### src/rtl/videocard_dispatcher_pkg.sv
// Shared definitions for the videocard job dispatcher: FSM state encoding,
// mailbox header layout and default mailbox geometry.
package videocard_dispatcher_pkg;

    // Dispatcher sequencing states
    typedef enum logic [2:0] {
        ST_IDLE     = 3'd0,
        ST_HDR      = 3'd1,
        ST_ARGS     = 3'd2,
        ST_RAISE    = 3'd3,
        ST_WAIT_ACK = 3'd4,
        ST_READ     = 3'd5,
        ST_WAIT_REL = 3'd6,
        ST_DONE     = 3'd7
    } state_t;

    // Interrupt number sits above the 16-bit argument count in the header word
    localparam int HDR_INT_LSB = 16;

    // Result area offset (words) from the mailbox header
    localparam int RES_OFFSET_DEFAULT = 16;

    // Mailbox header word address
    localparam logic [31:0] MAILBOX_BASE_DEFAULT = 32'h0000_F000;

    // Larger of two integers, used to size shared counters
    function automatic int max_int(input int a, input int b);
        return (a > b) ? a : b;
    endfunction

endpackage

### src/rtl/videocard_dispatcher_bit_sync.sv
// Two-flop synchroniser for a single asynchronous level (interrupt_finish).
module videocard_dispatcher_bit_sync (
    input  logic clk,
    input  logic reset,
    input  logic d_i,
    output logic q_o
);

    logic meta_q;
    logic sync_q;

    // Two register stages; the first may go metastable, the second is used
    always_ff @(posedge clk) begin
        if (reset) begin
            meta_q <= 1'b0;
            sync_q <= 1'b0;
        end else begin
            meta_q <= d_i;
            sync_q <= meta_q;
        end
    end

    assign q_o = sync_q;

endmodule

### src/rtl/videocard_dispatcher.sv
// Host-side videocard job launcher. Writes a header and argument words into
// the shared mailbox, raises interrupt_start, waits for interrupt_finish,
// reads result words back, then completes the 4-phase handshake.
module videocard_dispatcher
    import videocard_dispatcher_pkg::*;
#(
    parameter int                 WIDTH        = 32,
    parameter int                 INT_NUM      = 3,
    parameter int                 ARG_NUM      = 8,
    parameter int                 RES_NUM      = 4,
    parameter logic [WIDTH-1:0]   MAILBOX_BASE = WIDTH'(MAILBOX_BASE_DEFAULT),
    parameter int                 RES_OFFSET   = RES_OFFSET_DEFAULT,
    parameter int                 TIMEOUT_W    = 20
) (
    input  logic                         clk,
    input  logic                         reset,
    input  logic                         job_valid,
    output logic                         job_ready,
    input  logic [INT_NUM-1:0]           job_int_num,
    input  logic [$clog2(ARG_NUM+1)-1:0] job_argc,
    input  logic                         arg_wr,
    input  logic [$clog2(ARG_NUM)-1:0]   arg_idx,
    input  logic [WIDTH-1:0]             arg_data,
    input  logic [$clog2(RES_NUM)-1:0]   res_idx,
    output logic [WIDTH-1:0]             res_data,
    output logic                         busy,
    output logic                         done,
    output logic                         timeout_err,
    output logic [WIDTH-1:0]             mem_address,
    output logic [WIDTH-1:0]             mem_writedata,
    output logic                         mem_wren,
    input  logic [WIDTH-1:0]             mem_readdata,
    output logic                         interrupt_start,
    input  logic                         interrupt_finish
);

    localparam int ARGC_W    = $clog2(ARG_NUM + 1);
    localparam int ARG_IDX_W = $clog2(ARG_NUM);
    localparam int RES_IDX_W = $clog2(RES_NUM);
    // One counter walks both the argument writes and the result reads
    localparam int CNT_W     = max_int(ARGC_W, $clog2(RES_NUM + 1));

    // Timer value one below all-ones: the edge leaving it lands on all-ones
    localparam logic [TIMEOUT_W-1:0] TIMER_LAST = {TIMEOUT_W{1'b1}} - TIMEOUT_W'(1);

    state_t                 state_q, state_d;
    logic [INT_NUM-1:0]     int_num_q, int_num_d;
    logic [ARGC_W-1:0]      argc_q, argc_d;
    logic [CNT_W-1:0]       idx_q, idx_d;
    logic [TIMEOUT_W-1:0]   timer_q, timer_d;
    logic                   start_q, start_d;
    logic                   timeout_err_q, timeout_err_d;

    logic                   fin_s;
    logic                   res_wr;
    logic [RES_IDX_W-1:0]   res_wr_idx;
    logic [WIDTH-1:0]       hdr_word;

    logic [WIDTH-1:0]       arg_buf [ARG_NUM];
    logic [WIDTH-1:0]       res_buf [RES_NUM];

    videocard_dispatcher_bit_sync u_fin_sync (
        .clk   (clk),
        .reset (reset),
        .d_i   (interrupt_finish),
        .q_o   (fin_s)
    );

    // Argument buffer: one register per slot, host writes only while idle
    for (genvar gi = 0; gi < ARG_NUM; gi++) begin : g_arg
        logic [WIDTH-1:0] word_q;

        // Capture host argument word into this slot
        always_ff @(posedge clk) begin
            if (arg_wr && !busy && (arg_idx == ARG_IDX_W'(gi))) begin
                word_q <= arg_data;
            end
        end

        assign arg_buf[gi] = word_q;
    end

    // Result buffer: one register per slot, filled during the readback phase
    for (genvar gi = 0; gi < RES_NUM; gi++) begin : g_res
        logic [WIDTH-1:0] word_q;

        // Capture the mailbox read data returned for this slot
        always_ff @(posedge clk) begin
            if (res_wr && (res_wr_idx == RES_IDX_W'(gi))) begin
                word_q <= mem_readdata;
            end
        end

        assign res_buf[gi] = word_q;
    end

    assign hdr_word   = (WIDTH'(int_num_q) << HDR_INT_LSB) | WIDTH'(argc_q);
    // Read data arriving now belongs to the address issued one cycle earlier
    assign res_wr_idx = RES_IDX_W'(idx_q - CNT_W'(1));

    // State and control registers
    always_ff @(posedge clk) begin
        if (reset) begin
            state_q       <= ST_IDLE;
            int_num_q     <= '0;
            argc_q        <= '0;
            idx_q         <= '0;
            timer_q       <= '0;
            start_q       <= 1'b0;
            timeout_err_q <= 1'b0;
        end else begin
            state_q       <= state_d;
            int_num_q     <= int_num_d;
            argc_q        <= argc_d;
            idx_q         <= idx_d;
            timer_q       <= timer_d;
            start_q       <= start_d;
            timeout_err_q <= timeout_err_d;
        end
    end

    // Next-state, mailbox bus and handshake decode
    always_comb begin
        state_d       = state_q;
        int_num_d     = int_num_q;
        argc_d        = argc_q;
        idx_d         = idx_q;
        timer_d       = timer_q;
        start_d       = start_q;
        timeout_err_d = timeout_err_q;
        res_wr        = 1'b0;
        mem_address   = '0;
        mem_writedata = '0;
        mem_wren      = 1'b0;

        unique case (state_q)
            ST_IDLE: begin
                if (job_valid && job_ready) begin
                    int_num_d     = job_int_num;
                    argc_d        = (job_argc > ARGC_W'(ARG_NUM)) ? ARGC_W'(ARG_NUM) : job_argc;
                    timeout_err_d = 1'b0;
                    idx_d         = '0;
                    state_d       = ST_HDR;
                end
            end

            ST_HDR: begin
                mem_wren      = 1'b1;
                mem_address   = MAILBOX_BASE;
                mem_writedata = hdr_word;
                idx_d         = '0;
                if (argc_q == '0) begin
                    start_d = 1'b1;
                    state_d = ST_RAISE;
                end else begin
                    state_d = ST_ARGS;
                end
            end

            ST_ARGS: begin
                mem_wren      = 1'b1;
                mem_address   = MAILBOX_BASE + WIDTH'(1) + WIDTH'(idx_q);
                mem_writedata = arg_buf[ARG_IDX_W'(idx_q)];
                idx_d         = idx_q + CNT_W'(1);
                if (idx_q == CNT_W'(argc_q) - CNT_W'(1)) begin
                    start_d = 1'b1;
                    state_d = ST_RAISE;
                end
            end

            ST_RAISE: begin
                timer_d = '0;
                state_d = ST_WAIT_ACK;
            end

            ST_WAIT_ACK: begin
                timer_d = timer_q + TIMEOUT_W'(1);
                if (fin_s) begin
                    idx_d   = '0;
                    state_d = ST_READ;
                end else if (timer_q == TIMER_LAST) begin
                    start_d       = 1'b0;
                    timeout_err_d = 1'b1;
                    state_d       = ST_DONE;
                end
            end

            ST_READ: begin
                if (idx_q < CNT_W'(RES_NUM)) begin
                    mem_address = MAILBOX_BASE + WIDTH'(RES_OFFSET) + WIDTH'(idx_q);
                end
                res_wr = (idx_q != '0);
                idx_d  = idx_q + CNT_W'(1);
                if (idx_q == CNT_W'(RES_NUM)) begin
                    start_d = 1'b0;
                    timer_d = '0;
                    state_d = ST_WAIT_REL;
                end
            end

            ST_WAIT_REL: begin
                timer_d = timer_q + TIMEOUT_W'(1);
                if (!fin_s) begin
                    state_d = ST_DONE;
                end else if (timer_q == TIMER_LAST) begin
                    timeout_err_d = 1'b1;
                    state_d       = ST_DONE;
                end
            end

            ST_DONE: begin
                state_d = ST_IDLE;
            end

            default: begin
                state_d = ST_IDLE;
            end
        endcase
    end

    assign job_ready       = (state_q == ST_IDLE) && !fin_s;
    assign busy            = (state_q != ST_IDLE);
    assign done            = (state_q == ST_DONE);
    assign timeout_err     = timeout_err_q;
    assign interrupt_start = start_q;
    assign res_data        = res_buf[res_idx];

endmodule

### config.mk
export PLATFORM = sky130hd
export DESIGN_NAME = videocard_dispatcher
export DESIGN_NICKNAME = d
export VERILOG_FILES = /design/src/rtl/videocard_dispatcher_pkg.sv /design/src/rtl/videocard_dispatcher_bit_sync.sv /design/src/rtl/videocard_dispatcher.sv
export SDC_FILE = /design/constraint.sdc
export NUM_CORES = 1
export LEC_CHECK = 0
export CORE_UTILIZATION = 55
export CTS_CLUSTER_SIZE = 30
export DETAILED_ROUTE_END_ITERATION = 7
export GPL_TIMING_DRIVEN = 0
export PLACE_DENSITY = 0.77
export SYNTH_ARGS = -nofsm -noshare
export SYNTH_HDL_FRONTEND = slang
export SYNTH_HIERARCHICAL = 1
export SYNTH_SLANG_ARGS = --single-unit
### constraint.sdc
create_clock -name clk -period 4.87 [get_ports clk]
set_input_delay 0.7305 -clock clk [delete_from_list [all_inputs] [get_ports clk]]
set_output_delay 0.7305 -clock clk [all_outputs]
set_load 0.1 [all_outputs]
==> run metrics <==
routed wire length per instance 22.16 um; multi-input logic area 4154 um2; Synth top area share 68.77%; HP Start u_fin_sync/meta_q; Hold Path Cell Cnt 1; CTS Hold Bufs 0; worst stage delay on the critical path 1180 ps; worst reg2reg path depth 7; RSZ-0062 raised after global routing no; core area 29800 um2; met2 usage 38.24%; Routed Antenna Nets 0; met3 GRT Util 4.124%; Die W 176.6 um; FF-to-FF End g_res[3].word_q[16]; # port buffers 158; CP cell instances clkbuf_1, clkbuf_1, mux4_2, mux2i_1, nor2_1, clkdlybuf4s50_1; Synth area leaders edfxtp_1, mux4_2, dfxtp_1; crit share post-route 92.62%; met1 global-route usage 28.81%; Worst Hold Path EP u_fin_sync/q_o; total CTS buffers 42; Die H 176.6 um; fin nets 1214; Commonest cells post-synth edfxtp_1, mux4_2, nor2_1; drt initial violations 749; CP Class register to output port; post_cts resized 0; share of layout cells above drive strength 1 20.92%; Synth Flop Type edfxtp_1; Initial Utilization 56.28%; Slew Limit Fails 0; Max-slew headroom 29.01%; CTS Buffer Depth 3; Skew-Pair Late Insertion Delay 550 ps; Layout Area Growth over Synthesis 22.66%; Cell Rows 63; Post-DP HPWL 21740 um; Pwr Total 0.008537 W; count leader, synth edfxtp_1; total of max-cap violations 0; CP Data Required Time 4140 ps; Root Buffer clkbuf_16; Via density 5.631; number of global-route vias before repair 8975; CP most frequent cell clkbuf_1; f_max 0.2217 GHz; Setup Viol. Count Final 0; Mapped Avg Cell Area 18.93 um2; initial antenna violation count 2; final design utilization 69.03%; FF-to-FF Start idx_q[1]; Mapped Area 16770 um2; GRT Overall Usage 22.31%; skew final 35.54 ps; Seq/Total Area, Yosys 73.30%; status completed; final hold slack 443.5 ps; endpoints failing hold 0; Critical Path Slowest Stage Cell clkdlybuf4s50_1; Top-Level Pins 183; Tmin final 4510 ps; CTS clk-pin slew, worst paths 60 ps; largest net degree at the start of global routing 33; CP Capture Type output port; synthesized instance count 886; Startpoint Class register; GRT overflow 0; GPL Wtd Cong 0.7705; P per Cell Area 415.1 nW/um2; CP arrival 3780 ps; clock sinks 422; drt first pass iters 5; synthesized flop and latch total 422; register area 12290 um2; Yosys cell types 52; Min-Delay Path Class register to register; post-CTS setup buffers 0; largest fanout on the critical path 10; Max H-tree Level 2; Async SR Flop Fraction 0%; Worst Tran Pin Value 1062 ps; yosys warns 6; r2r setup slk 1690 ps; Fill cells 1905; Max VDD drop 356.2 uV; DR DRC count 0; DR vias 8717; die area 31190 um2; CTS tree done; area leader, netlist edfxtp_1; Post-synth EDFFs 384; drt total wl 34300 um; Most Crowded Layer GR met2; Leakage 6.597 nW; first-pass GRT wire length 51240 um
[cell type report]
cell class	instances	share of cell area, %
buffer	70	2.007
clock buffer	52	5.292
inverter	14	0.2555
sequential	422	59.76
tap	390	2.372
clock inverter	25	1.247
timing repair buffer	172	8.857
multi-input combinational	402	20.20
antenna	1	0.01217
[worst max path at each step]
stage	startpoint	to	slack, ps
2_1_floorplan	idx_q[2]	mem_address[13]	200
3_3_place_gp	arg_idx[2]	g_arg[0].word_q[13]	-1430
3_5_place_dp	res_idx[1]	res_data[1]	790
4_1_cts	idx_q[1]	mem_address[1]	360
5_1_grt	idx_q[1]	mem_address[1]	260
6_report	idx_q[1]	mem_writedata[28]	360
[cells by family (layout without fill, tap and decap cells)]
family	Yosys count	count (layout)	share of synthesized area [%]
simple gates	165	165	4.813
compound gates	44	44	1.865
xor+xnor	30	30	1.567
fa+ha+maj	9	9	0.6716
other cells	1	24	0.02236
flops	422	422	73.30
mux	131	131	14.98
buf+inv	84	333	2.776
[report_power, final]
part           switching [W]  total [W]  internal, W
logic               0.000947    0.00136     0.000410
clock network        0.00132    0.00314      0.00182
registers          0.0000233    0.00404      0.00402
[per-stage QoR]
stage / area [um2] / setup WS (ps) / cells / TNS [ps]
floorplan: 16850 / 198.4 / 908 / 0
global placement: 18920 / -1431 / 1456 / -90700
detailed placement: 19220 / 788.8 / 1470 / 0
CTS: 20570 / 364.0 / 1547 / 0
global route: 20570 / 262.5 / 1548 / 0
finish: 20570 / 359.6 / 1548 / 0
[routing by layer]
metal	up-vias	wire, um
met5	-	13
met4	2	929
met3	65	2322
met2	321	17410
met1	4398	13630
li1	3931	-
[cell usage in the layout, fill, tap and decap left out, types with 7 or more instances in the layout]
cell type / count
nand3_1: 7
buf_2: 21
conb_1: 23
nand2_1: 19
edfxtp_1: 384
buf_6: 8
mux4_2: 96
inv_1: 14
a21oi_1: 12
nor2_1: 77
buf_4: 30
clkdlybuf4s50_1: 158
ha_1: 9
dfxtp_1: 38
mux2i_1: 35
o21ai_0: 15
clkbuf_1: 26
clkinv_1: 10
xnor2_1: 29
nor3_1: 11
clkbuf_16: 42
[critical path, delay by kind of cell, from the launching register on]
| kind | cells | cell delay, ps |
|---|---|---|
| mux | 2 | 470 |
| flops | 1 | 390 |
| simple gates | 1 | 190 |
| buf+inv | 3 | 2210 |
[registers in the layout (all words and copies together) (netlist names)]
signal             flops
state_q                3
idx_q                  4
int_num_q              3
timeout_err            1
u_fin_sync/meta_q      1
interrupt_start        1
argc_q                 4
timer_q               20
u_fin_sync/q_o         1
g_arg.word_q         256
g_res.word_q         128
Power figures use the tool's default switching activity.
